### src/rtl/montgomery_mux_sequencer.sv
// Radix-4 Montgomery multiplier sequencer: walks operand A one digit per iteration
// and drives the multiple-mux select. Optional macro: SKIP_ZERO_DIGIT_EN.
module montgomery_mux_sequencer #(
  parameter int WIDTH = 1024
) (
  input  logic             clk,
  input  logic             reset,
  input  logic             start,
  input  logic [WIDTH-1:0] in_a,
  input  logic [1:0]       m_low2,
  input  logic [1:0]       c_low2,
  output logic [2:0]       select,
  output logic             acc_en,
  output logic             shift_en,
  output logic             busy,
  output logic             done,
  output logic             err
);

  localparam int DIGITS = WIDTH / 2;
  localparam int CNT_W  = $clog2(WIDTH / 2);
  localparam logic [CNT_W-1:0] LAST_DIGIT = CNT_W'(DIGITS - 1);

  typedef enum logic [1:0] {IDLE, ADD_B, ADD_M, DONE} state_t;

  state_t           state;
  logic [WIDTH-1:0] a_reg;
  logic [CNT_W-1:0] cnt;
  logic [1:0]       m_r;
  logic             err_r;

  logic             skip_first;
  logic             skip_next;
  logic [1:0]       cm;
  logic [1:0]       q;

  // Zero digits bypass ADD_B only when the skip feature is compiled in.
  always_comb begin
`ifdef SKIP_ZERO_DIGIT_EN
    skip_first = (in_a[1:0] == 2'b00);
    skip_next  = (a_reg[3:2] == 2'b00);
`else
    skip_first = 1'b0;
    skip_next  = 1'b0;
`endif
  end

  // q cancels the low two accumulator bits: q = -(c * m) mod 4.
  always_comb begin
    cm = c_low2 * m_r;
    q  = 2'b00 - cm;
  end

  always_ff @(posedge clk or posedge reset) begin
    if (reset) begin
      state <= IDLE;
      a_reg <= '0;
      cnt   <= '0;
      m_r   <= 2'b00;
      err_r <= 1'b0;
    end else begin
      case (state)
        IDLE: begin
          if (start) begin
            a_reg <= in_a;
            m_r   <= m_low2;
            cnt   <= '0;
            if (!m_low2[0]) begin
              err_r <= 1'b1;
              state <= DONE;
            end else begin
              err_r <= 1'b0;
              state <= skip_first ? ADD_M : ADD_B;
            end
          end
        end
        ADD_B: state <= ADD_M;
        ADD_M: begin
          a_reg <= {2'b00, a_reg[WIDTH-1:2]};
          // The counter parks on the last digit instead of wrapping.
          if (cnt == LAST_DIGIT) begin
            state <= DONE;
          end else begin
            cnt   <= cnt + 1'b1;
            state <= skip_next ? ADD_M : ADD_B;
          end
        end
        DONE:    state <= IDLE;
        default: state <= IDLE;
      endcase
    end
  end

  always_comb begin
    select   = 3'b000;
    acc_en   = 1'b0;
    shift_en = 1'b0;
    busy     = 1'b0;
    done     = 1'b0;
    err      = 1'b0;
    case (state)
      ADD_B: begin
        select = (a_reg[1:0] == 2'b00) ? 3'b000 : 3'(a_reg[1:0]) + 3'd3;
        acc_en = 1'b1;
        busy   = 1'b1;
      end
      ADD_M: begin
        select   = {1'b0, q};
        acc_en   = 1'b1;
        shift_en = 1'b1;
        busy     = 1'b1;
      end
      DONE: begin
        busy = 1'b1;
        done = 1'b1;
        err  = err_r;
      end
      default: ;
    endcase
  end

endmodule

### config.mk
export PLATFORM = sky130hd
export DESIGN_NAME = montgomery_mux_sequencer
export DESIGN_NICKNAME = d
export VERILOG_FILES = /design/src/rtl/montgomery_mux_sequencer.sv
export SDC_FILE = /design/constraint.sdc
export NUM_CORES = 2
export LEC_CHECK = 0
export BUFFER_PORTS_ARGS = -buffer_cell sky130_fd_sc_hd__buf_2
export CAP_MARGIN = 20
export CORE_AREA = 2 2 400 402
export CTS_BUF_LIST = sky130_fd_sc_hd__clkbuf_2 sky130_fd_sc_hd__clkbuf_4 sky130_fd_sc_hd__clkbuf_8
export CTS_CLUSTER_DIAMETER = 30
export CTS_CLUSTER_SIZE = 12
export DETAILED_ROUTE_END_ITERATION = 12
export DIE_AREA = 0 0 402 404
export MAX_ROUTING_LAYER = met4
export PLACE_DENSITY = 0.48
export SYNTH_ARGS = -nofsm -noshare
export SYNTH_HDL_FRONTEND = slang
export SYNTH_SLANG_ARGS = --single-unit
export TNS_END_PERCENT = 30
### constraint.sdc
create_clock -name clk -period 60.2 [get_ports clk]
set_clock_uncertainty 0.1 [all_clocks]
set_input_delay 3.01 -clock clk [delete_from_list [all_inputs] [get_ports clk]]
set_output_delay 3.01 -clock clk [all_outputs]
set_load 0.01 [all_outputs]
Word-level counts from Yosys, hierarchy flattened
Index checks and enable logic that the tools add are counted.

word-level totals
  word-level logic and storage cells = 40
  bits in registers = 1038
  input bits = 1031
  output and inout port bits = 8

operators by class
  equal/unequal tests = 6
  multiplexer cells = 17
  reductions and logical operators = 8
  multiply operators = 1
  add/subtract/negate cells = 3

operator list
  kind                                                                number
  1024-bit case mux with 2 select lines                               1
  1024-bit two-way mux                                                1
  9-bit two-way mux                                                   2
  9-bit case mux with 2 select lines                                  1
  9-bit by 1-bit adder with 9-bit output (second input constant)      1
  9-bit == test (second input constant)                               1
  2-bit case mux with 4 select lines                                  1
  1-bit two-way mux                                                   6
  2-bit two-way mux                                                   3
  3-bit case mux with 2 select lines                                  1
  2-bit == test (second input constant)                               2
  2-bit logical NOT                                                   2
  2-bit inequality test (second input constant)                       2
  2-bit AND reduction                                                 2
  2-bit by 2-bit adder with 3-bit output (second input constant)      1
  3-bit two-way mux                                                   1
  3-bit AND reduction                                                 1
  3-bit OR reduction                                                  1
  2-bit by 1-bit == test with 1-bit output (second input constant)    1
  2-bit by 2-bit multiplier with 2-bit output                         1
  2-bit nonzero test                                                  1
  2-bit OR reduction                                                  1
  1-bit by 2-bit subtractor with 2-bit output (first input constant)  1

Longest topological paths before layout
  depth after elaboration = 3
  depth in mapped cells = 10

Worst setup path before layout
Ideal clock, no wire load.

  kind = input -> output
  start point = in c_low2[1]
  end point = out select[1]
  stages = 3
  path slack = 53.604 ns
  required time = 57.090 ns
  arrival = 3.486 ns
  buffers on the path = 0
  cell sequence = nor3b_1 > o21ai_0 > a21oi_1

on the way
  longest elaborated chain between the ends = 3

ends and longest elaborated chain
  what                                         line  source
  start, declared                              11    input logic [1:0] c_low2,
  2-bit by 2-bit multiplier with 2-bit output  50    cm = c_low2 * m_r;
  1-bit by 2-bit subtractor with 2-bit output  51    q = 2'b00 - cm;
  3-bit case mux with 2 select lines           101   case (state)
  end, declared                                12    output logic [2:0] select,

Every way passes these cells.

Final worst setup path
  start point = in start
  end point = reg a_reg[818]

on the way
  longest elaborated chain between the ends = 2

ends and longest elaborated chain
  what                                    line  source
  start, declared                         8     input logic start,
  2-bit inequality test (no source line)  -
  2-bit AND reduction (no source line)    -
  end signal, assigned                    65    a_reg <= in_a;
  end signal, assigned                    79    a_reg <= {2'b00, a_reg[WIDTH-1:2]};
  end, declared                           27    logic [WIDTH-1:0] a_reg;

Every way passes these cells.
A chain may end at the register's enable or synchronous reset.

==> impl_metrics.tcl <==
set metrics [dict create \
    synth_edf_count 0 \
    grt-ovfl-total 0 \
    status "finished, final reports clean" \
    synth_mux_area_share_pct 21.8 \
    crit_arrival_ns 7.72 \
    ys.warnings.count 0 \
    drt_iter0_markers 2297 \
    syn-cell-area_um2 47200 \
    area_growth_pct 29.7 \
    fin_crit_ns 7.07 \
    htree_levels 5 \
    setup_tns_ns 0 \
    synthXorXnorAreaFrac_pct 0 \
    reg2reg_slack_ns 53.55 \
    place.gp.congestion 0.839 \
    yosys.area_share.simple_pct 8.61 \
    relSlewSlack_pct 20.0 \
    clkTransAtPathRegs_ns 0.05 \
    setup_violations 0 \
    cts-resized-gates 0 \
    hold_violations 0 \
    final_cell_mix "1038 x dfrtp_1, 1038 x buf_2, 1037 x nand2_1" \
    crit_fanout 229 \
    fin_nets 6623 \
    whs_ns 0.378 \
    vias 36200 \
    setup.worst_path.class "primary input to flip-flop" \
    highest_layer "met4" \
    drt_wl_total_um 149000 \
    num_io_pins 1039 \
    synth_top_family_by_area "multiplexers" \
    clockBufferDepth 4 \
    syn_nets 5571 \
    wl_met3_um 11500 \
    core_um2 158000 \
    async_flop_share_pct 100 \
    tritoncts.num_buffers 309 \
    hold_path_class "flip-flop to flip-flop" \
    p_sw_share_pct 35.9 \
    met2_length_um 70700 \
    cts_setup_buffers 0 \
    final_cells 7999 \
    worst_slew_pin_slew_ns 1.20 \
    fin_crit_sh_pct 11.7 \
    clock_sinks 1038 \
    port_buffers 1038 \
    synth_cell_type_count 29 \
    powerDensity_nw_per_um2 57.4 \
    first_pass_iters 7 \
    cts-root-buf "clkbuf_8" \
    die_y_um 404 \
    largest_reg_flops 1024 \
    layout_setup_ws_ns 53.13 \
    slew_violations 0 \
    viasPerCell 4.53 \
    p_clk_share_pct 31.5 \
    end_kind "flip-flop" \
    ant_nets 0 \
    switchingPower_w 0.00126 \
    critPathLaunchType "primary input" \
    required_ns 60.86 \
    grt_max_degree 281 \
    cts_tree "built" \
    fmax_mhz 141 \
    ys_seq_area_share_pct 55.0 \
    intPower_w 0.00225 \
    synth-adder-area-share_pct 0.185 \
    synth.avg_cell_area_um2 10.4 \
    start_util_pct 29.9 \
    synth_compound_area_share_pct 11.1 \
    max-cap-violations 0 \
    grt_pass1_wl_um 225000 \
    rsz0062_at_grt "no" \
    dp_slack_ns 51.68 \
    power.leakage_nw 28.2 \
    peakVddDrop_mv 0.0459 \
    routedLengthMet1_um 61900 \
    track_usage_pct 18.6 \
    grt_pass1_vias 37100 \
    antenna_found_initial 186 \
    synth_top_flop_cell "dfrtp_1" \
    die_w_um 402 \
    drive_gt1_share_pct 28.0 \
    pwr-share-comb_pct 33.6 \
    hpwlAfterDp_um 106000 \
    p_seq_share_pct 34.9 \
    dieArea_um2 162000 \
    ctsHoldBuffers 0 \
    wl_per_cell_um 18.6 \
    placed_cells 7344 \
    postSynthCellCount 4533 \
    clk-insertion-delay-late_ns 0.97 \
    rows 146 \
    drc 0 \
    ys_seq_elements 1038 \
]
==> Yosys cell counts, drive strengths merged (3+ instances only) <==
| cell type | count | area, um^2 |
|---|---|---|
| mux2i | 1027 | 10300 |
| a21oi | 4 | 20.0 |
| nand2b | 5 | 31.3 |
| nand3 | 5 | 25.0 |
| clkbuf | 134 | 503 |
| nand2 | 1037 | 3890 |
| mux2 | 3 | 33.8 |
| inv | 5 | 18.8 |
| ha | 7 | 87.6 |
| and2 | 3 | 18.8 |
| o21ai | 1033 | 5170 |
| buf | 210 | 1010 |
| dfrtp | 1038 | 26000 |
| o31ai | 3 | 22.5 |
==> through the flow <==
step	cell area [um^2]	utilization, %	total power, W
after floorplan	47200	-	0.00219
final	61300	38.8	0.00352
after global routing	61200	38.8	0.00381
after detailed placement	54000	34.2	0.00244
after global placement	54000	34.2	0.00240
after CTS	60900	38.6	0.00357
==> cell type report <==
cell class / instances / area (um^2)
timing repair buffer: 1085 / 5680
clock buffer: 422 / 5530
fill: 15900 / 96600
antenna: 119 / 298
tap: 2072 / 2590
multi-input combinational: 3146 / 19700
clock inverter: 112 / 1420
sequential: 1038 / 26000
inverter: 5 / 26.3
==> cells by family after synthesis <==
| logic type | Yosys count |
|---|---|
| buffers and inverters | 349 |
| and+or+nand+nor | 1065 |
| muxes | 1030 |
| DFF | 1038 |
| adders and majority gates | 7 |
| AOI/OAI and AO/OA | 1044 |
==> worst paths after layout <==
path,from,to,cells after the start
setup / recovery,start,a_reg[818],8
hold / removal,a_reg[964],a_reg[964],2
setup reg to reg,state[0],a_reg[812],10
hold reg to reg,a_reg[964],a_reg[964],2
max in group asynchronous,reset,a_reg[236],8
min in group asynchronous,reset,a_reg[394],2
==> power by group through the flow <==
stage | clock network (W) | registers (W) | logic [W]
detailed placement | 0 | 0.00124 | 0.00120
global route | 0.00118 | 0.00127 | 0.00135
finish | 0.00111 | 0.00123 | 0.00118
floorplan | 0 | 0.00118 | 0.00100
CTS | 0.00114 | 0.00123 | 0.00120
global placement | 0 | 0.00123 | 0.00117
==> routing by layer <==
metal | vias up | GRT usage [%]
li1 | 18000 | -
met1 | 16700 | 21.4
met2 | 1096 | 29.5
met3 | 385 | 7.18
met4 | 0 | 6.98
met5 | - | -
==> critical path, stage by stage <==
cell,delay (ns)
buf_2,0.14
mux2i_4,0.35
buf_4,0.60
buf_4,0.77
buf_12,0.59
buf_4,0.83
buf_4,0.82
o21ai_1,0.17
Power figures use the tool's default switching activity.
